==> src/rtl/alu_arbiter_if.sv <==
// Request/response and ALU-drive bundle between two requesters, the arbiter and the shared ALU.
interface alu_arbiter_if #(parameter int WIDTH = 8, parameter int CNT_W = 8);
    logic [1:0]                  req_valid;
    logic [1:0]                  req_ready;
    logic [1:0][WIDTH-1:0]       req_a;
    logic [1:0][WIDTH-1:0]       req_b;
    logic [1:0][2:0]             req_sel;
    logic [1:0]                  rsp_valid;
    logic [WIDTH-1:0]            rsp_data;
    logic                        busy;
    logic [WIDTH-1:0]            alu_data1;
    logic [WIDTH-1:0]            alu_data2;
    logic [2:0]                  alu_select;
    logic [WIDTH-1:0]            alu_result;
    logic [1:0][CNT_W-1:0]       gnt_cnt;

    modport slave (
        input  req_valid, req_a, req_b, req_sel, alu_result,
        output req_ready, rsp_valid, rsp_data, busy, alu_data1, alu_data2, alu_select, gnt_cnt
    );
    modport master (
        output req_valid, req_a, req_b, req_sel, alu_result,
        input  req_ready, rsp_valid, rsp_data, busy, alu_data1, alu_data2, alu_select, gnt_cnt
    );
endinterface

==> src/rtl/alu_arbiter.sv <==
// Round-robin sharing of one 8-bit ALU between two requesters, one operation at a time.
// Optional per-requester saturating grant counters under ALU_ARB_STATS_EN.
module alu_arbiter #(
    parameter int WIDTH       = 8,
    parameter int WAIT_CYCLES = 1,
    parameter int CNT_W       = 8
) (
    input  logic          clk_i,
    input  logic          rst_i,
    alu_arbiter_if.slave  bus
);
    localparam int EW = (WAIT_CYCLES < 1) ? 1 : WAIT_CYCLES;
    localparam int CW = $clog2(EW + 1);

    typedef enum logic [1:0] {IDLE, EXEC, RESP} state_e;

    state_e           state_q;
    logic             last_q;
    logic             owner_q;
    logic [CW-1:0]    cnt_q;
    logic [WIDTH-1:0] data1_q, data2_q, rsp_data_q;
    logic [2:0]       sel_q;
    logic [1:0]       rsp_valid_q;
    logic             busy_q;

    logic [1:0] gnt;
    logic       gnt_idx;
    logic [2:0] sel_in;

    // Ready is gated by reset so every output reads 0 while RESET is held.
    always_comb begin
        gnt = 2'b00;
        if (state_q == IDLE && !rst_i) begin
            case (bus.req_valid)
                2'b01:   gnt = 2'b01;
                2'b10:   gnt = 2'b10;
                2'b11:   gnt = last_q ? 2'b01 : 2'b10;
                default: gnt = 2'b00;
            endcase
        end
    end

    assign gnt_idx = gnt[1];
    assign sel_in  = bus.req_sel[gnt_idx];

    always_ff @(posedge clk_i or posedge rst_i) begin
        if (rst_i) begin
            state_q     <= IDLE;
            last_q      <= 1'b1;
            owner_q     <= 1'b0;
            cnt_q       <= '0;
            data1_q     <= '0;
            data2_q     <= '0;
            sel_q       <= '0;
            rsp_data_q  <= '0;
            rsp_valid_q <= '0;
            busy_q      <= 1'b0;
        end else begin
            case (state_q)
                IDLE: if (|gnt) begin
                    data1_q <= bus.req_a[gnt_idx];
                    data2_q <= bus.req_b[gnt_idx];
                    // Reserved selects collapse to FORWARD so the response is operand B.
                    sel_q   <= sel_in[2] ? 3'b000 : sel_in;
                    owner_q <= gnt_idx;
                    cnt_q   <= CW'(EW);
                    busy_q  <= 1'b1;
                    state_q <= EXEC;
                end
                EXEC: if (cnt_q == CW'(1)) begin
                    rsp_data_q  <= bus.alu_result;
                    rsp_valid_q <= owner_q ? 2'b10 : 2'b01;
                    state_q     <= RESP;
                end else begin
                    cnt_q <= cnt_q - CW'(1);
                end
                RESP: begin
                    rsp_valid_q <= 2'b00;
                    busy_q      <= 1'b0;
                    last_q      <= owner_q;
                    state_q     <= IDLE;
                end
                default: state_q <= IDLE;
            endcase
        end
    end

    assign bus.req_ready  = gnt;
    assign bus.rsp_valid  = rsp_valid_q;
    assign bus.rsp_data   = rsp_data_q;
    assign bus.busy       = busy_q;
    assign bus.alu_data1  = data1_q;
    assign bus.alu_data2  = data2_q;
    assign bus.alu_select = sel_q;

`ifdef ALU_ARB_STATS_EN
    for (genvar i = 0; i < 2; i++) begin : g_cnt
        logic [CNT_W-1:0] gcnt_q, gcnt_d;
        always_comb begin
            gcnt_d = gcnt_q;
            if (gnt[i] && !(&gcnt_q)) gcnt_d = gcnt_q + 1'b1;
        end
        always_ff @(posedge clk_i or posedge rst_i) begin
            if (rst_i) gcnt_q <= '0;
            else       gcnt_q <= gcnt_d;
        end
        assign bus.gnt_cnt[i] = gcnt_q;
    end
`else
    assign bus.gnt_cnt = '0;
`endif
endmodule

==> src/flat_wrapper.sv <==
// flat-port wrapper written by rule: the top's interface ports become plain ports
module alu_arbiter_flat 
#(
    parameter int WIDTH       = 8,
    parameter int WAIT_CYCLES = 1,
    parameter int CNT_W       = 8
)
  (clk_i, rst_i, bus_req_valid, bus_req_a, bus_req_b, bus_req_sel, bus_alu_result, bus_req_ready, bus_rsp_valid, bus_rsp_data, bus_busy, bus_alu_data1, bus_alu_data2, bus_alu_select, bus_gnt_cnt);
  alu_arbiter_if #(.WIDTH(WIDTH), .CNT_W(CNT_W)) bus_i ();
  input  logic clk_i;
  input  logic rst_i;
  input wire logic [$bits(bus_i.req_valid)-1:0] bus_req_valid;
  input wire logic [$bits(bus_i.req_a)-1:0] bus_req_a;
  input wire logic [$bits(bus_i.req_b)-1:0] bus_req_b;
  input wire logic [$bits(bus_i.req_sel)-1:0] bus_req_sel;
  input wire logic [$bits(bus_i.alu_result)-1:0] bus_alu_result;
  output wire logic [$bits(bus_i.req_ready)-1:0] bus_req_ready;
  output wire logic [$bits(bus_i.rsp_valid)-1:0] bus_rsp_valid;
  output wire logic [$bits(bus_i.rsp_data)-1:0] bus_rsp_data;
  output wire logic [$bits(bus_i.busy)-1:0] bus_busy;
  output wire logic [$bits(bus_i.alu_data1)-1:0] bus_alu_data1;
  output wire logic [$bits(bus_i.alu_data2)-1:0] bus_alu_data2;
  output wire logic [$bits(bus_i.alu_select)-1:0] bus_alu_select;
  output wire logic [$bits(bus_i.gnt_cnt)-1:0] bus_gnt_cnt;
  assign bus_i.req_valid = bus_req_valid;
  assign bus_i.req_a = bus_req_a;
  assign bus_i.req_b = bus_req_b;
  assign bus_i.req_sel = bus_req_sel;
  assign bus_i.alu_result = bus_alu_result;
  assign bus_req_ready = bus_i.req_ready;
  assign bus_rsp_valid = bus_i.rsp_valid;
  assign bus_rsp_data = bus_i.rsp_data;
  assign bus_busy = bus_i.busy;
  assign bus_alu_data1 = bus_i.alu_data1;
  assign bus_alu_data2 = bus_i.alu_data2;
  assign bus_alu_select = bus_i.alu_select;
  assign bus_gnt_cnt = bus_i.gnt_cnt;
  alu_arbiter #(.WIDTH(WIDTH), .WAIT_CYCLES(WAIT_CYCLES), .CNT_W(CNT_W)) u_core (.clk_i(clk_i), .rst_i(rst_i), .bus(bus_i));
endmodule
==> config.mk <==
export PLATFORM = sky130hd
export DESIGN_NAME = alu_arbiter_flat
export DESIGN_NICKNAME = d
export VERILOG_FILES = /design/src/rtl/alu_arbiter_if.sv /design/src/rtl/alu_arbiter.sv /design/src/flat_wrapper.sv
export SDC_FILE = /design/constraint.sdc
export NUM_CORES = 1
export LEC_CHECK = 0
export BUFFER_PORTS_ARGS = -buffer_cell sky130_fd_sc_hd__buf_2
export CAP_MARGIN = 25
export CORE_UTILIZATION = 44
export DETAILED_ROUTE_END_ITERATION = 10
export GPL_ROUTABILITY_DRIVEN = 0
export MAX_ROUTING_LAYER = met4
export PLACE_DENSITY = 0.85
export SYNTH_ARGS = -nofsm -noshare
export SYNTH_HDL_FRONTEND = slang
export SYNTH_SLANG_ARGS = --single-unit
==> constraint.sdc <==
create_clock -name clk_i -period 2.1 [get_ports clk_i]
set_input_delay 0.21 -clock clk_i [delete_from_list [all_inputs] [get_ports clk_i]]
set_output_delay 0.21 -clock clk_i [all_outputs]
set_load 0.05 [all_outputs]
==> flow_summary.toml <==
[status]
status = "finished, final reports clean"

[timing]
tns_ns = 0
slew_violations = 0
final_hold_viol_count = 0
fin_ws_ns = 0.101
relSlewSlack_pct = 55.1
setup_viol = 0
skew_ns = 0.00687
post-route-period-util_pct = 95.2
fmax_mhz = 500
finalCriticalPeriod_ns = 2.00
tightest_slew_ns = 0.672
rsz0062_at_grt = "false"
timing.hold.ws_ns = 0.0361

[yosys]
ys_ff_latch = 34
yosys.area.top_type = "dfrtp_1"
synth_edf_count = 0
synth_flop_cell = "dfrtp_1"
synth_simple_gate_area_share_pct = 15.4
synth.avg_cell_area_um2 = 9.97
yosys_warnings = 0
yosys.area.top_type_share_pct = 46.8
synth_area_mm2 = 0.00176
ys_seq_area_share_pct = 48.3
synthCells = 177
yosys-top-cells-area = "dfrtp_1 47%, buf_4 7.2%, o31ai_1 7.2%, a31oi_1 5.7%, nand4_1 5.7%"
async_flop_share_pct = 100
synth_fa_ha_area_share_pct = 0
synth_xor_area_share_pct = 0
synth_top_family_by_area = "compound AO/OA/AOI/OAI gates"
synth_compound_area_share_pct = 18.0
synth_cell_types = 30
synthMuxAreaShare_pct = 5.11

[cells_and_area]
syn2layout_area_growth_pct = 30.4
diodes = 0
final_layout_size_suffix_gt1_share_pct = 42.8
fin_nets = 306
finalCoreUtilization_pct = 61.5

[clocking]
clkTransAtPathRegs_ns = 0.08
holdBufCountCts = 0
cts_max_level = 2
clock-root-buffer = "clkbuf_8"
post_cts_buffers = 0
cts_tree = "done"
clockBufferDepth = 2
clk_latency_ns = 0.29
clock_sinks = 34
cts_buffers = 5

[pwr]
power_mw = 3.32
p_per_area_mw_per_mm2 = 1440
ir_drop_mv = 0.724
p_leak_nw = 1.09

[route]
totalWireLength_mm = 4.37
routedWlPerCell_um = 14.3
drc = 0
wl_met1_mm = 1.90
vias = 1682
drt_first_iter_violations = 186
postRouteAntennaNets = 0
wl_met2_mm = 2.08
dr.max_layer_used = "met4"
first_pass_iters = 4
drt-vias-per-instance = 5.51
met3_length_um = 367

[die]
fp-row-count = 22
die_h_um = 65.3
initial_core_util_pct = 47.1
dieArea_mm2 = 0.00427
io_pins = 98
die_x_um = 65.3
core_area_mm2 = 0.00374

[placed_design]
port_buffers = 80
dp_hpwl_mm = 3.23
place_ws_ns = 0.344

[grt]
grt_pass1_wl_mm = 6.85
grt_max_degree = 24
grtUsageTotal_pct = 21.7
antenna_found_initial = 0
grt-ovfl-total = 0
grt_pass1_vias = 1463

[job]
drv_cap = 0

[worst_setup_path]
cp.arrival_ns = 1.79
crit_type = "reg2out"
cp-start-kind = "register"
cp-end-kind = "output port"
crit_required_ns = 1.89
crit_fanout = 7

[worst_hold_path]
hp-class = "in2async"
[cell type report]
type | count | area [um2]
fillers | 327 | 1440
repair buffers | 89 | 468
multi-input cells | 118 | 753
well taps | 48 | 60.1
flip-flops and latches | 34 | 852
clock inverters | 3 | 68.8
clock buffers | 5 | 68.8
inverters | 8 | 30.0
[cells in the mapped netlist (2+ instances only)]
library cell and n:
dfrtp_1 33, buf_4 17, nor3_1 17, o31ai_1 17, a31oi_1 16, nand4_1 16
clkbuf_1 11, mux2_2 8, inv_1 7, nand2_1 5, buf_2 3, o21ai_0 3
a21oi_1 2, a221o_1 2, a2bb2oi_1 2, nand2b_1 2, nor4_1 2, o2bb2ai_1 2
[flip-flops by register name, indices dropped and copies added, names as in the netlist]
signal / flops
u_core.bus.alu_data1: 8
u_core.bus.alu_select: 2
u_core.cnt_q: 1
u_core.bus.alu_data2: 8
u_core.owner_q: 1
u_core.last_q: 1
u_core.state_q: 2
u_core.bus.busy: 1
u_core.bus.rsp_data: 8
u_core.bus.rsp_valid: 2
[report_power, final]
| group | switching [mW] | internal (mW) | total, mW |
|---|---|---|---|
| clock network | 0.249 | 0.476 | 0.725 |
| logic | 1.18 | 0.392 | 1.57 |
| registers | 0.138 | 0.886 | 1.02 |
| total | 1.57 | 1.75 | 3.32 |
[routing by layer]
metal / track usage (%) / vias up
met1: 28.6 / 797
met2: 32.7 / 92
met3: 6.42 / 4
li1: - / 789
met4: 5.71 / 0
met5: - / -
[placed cells by master, fill, tap and decap left out, types with 3 or more instances in the layout]
| cell | Yosys | layout |
|---|---|---|
| a31oi_1 | 16 | 16 |
| buf_2 | 3 | 80 |
| buf_4 | 17 | 9 |
| clkbuf_8 | 0 | 5 |
| conb_1 | 1 | 17 |
| dfrtp_1 | 33 | 33 |
| inv_1 | 7 | 7 |
| mux2_2 | 8 | 8 |
| nand2_1 | 5 | 5 |
| nand4_1 | 16 | 16 |
| nor3_1 | 17 | 16 |
| o21ai_0 | 3 | 3 |
| o31ai_1 | 17 | 17 |
[per-stage QoR]
| step | instances | area (um2) |
|---|---|---|
| final | 305 | 2300 |
| after global routing | 305 | 2300 |
| after CTS | 305 | 2300 |
| after detailed placement | 297 | 2160 |
| after global placement | 297 | 2160 |
| after floorplan | 193 | 1830 |
[cells by family after synthesis]
family                 Yosys count
AOI/OAI and AO/OA               45
buffers and inverters           41
DFF                             34
muxes                            8
other                            1
and+or+nand+nor                 48
[final timing paths]
path	cells past startpoint	slack (ns)	to	from
max	4	0.10	bus_req_ready[1]	u_core.state_q[0]
min	2	0.04	u_core.bus.rsp_data[6]	rst_i
max reg2reg	4	0.41	u_core.bus.alu_data1[2]	u_core.state_q[0]
min reg2reg	2	0.50	u_core.bus.busy	u_core.bus.busy
max in group asynchronous	3	1.46	u_core.bus.alu_data2[3]	rst_i
min in group clk_i	2	0.14	u_core.bus.rsp_data[3]	bus_alu_result[3]
[critical path: stages (launching register included)]
cell	delay, ns
dfrtp_1	0.45
or3_4	0.46
or2_1	0.27
inv_1	0.06
buf_2	0.26
[timing repair]
action / CTS / global route
resized for setup: 0 / 1
endpoints found under the hold margin: 0 / 0
endpoints found under the setup margin: 0 / 1
No activity file was read; power rests on OpenSTA's default activity.
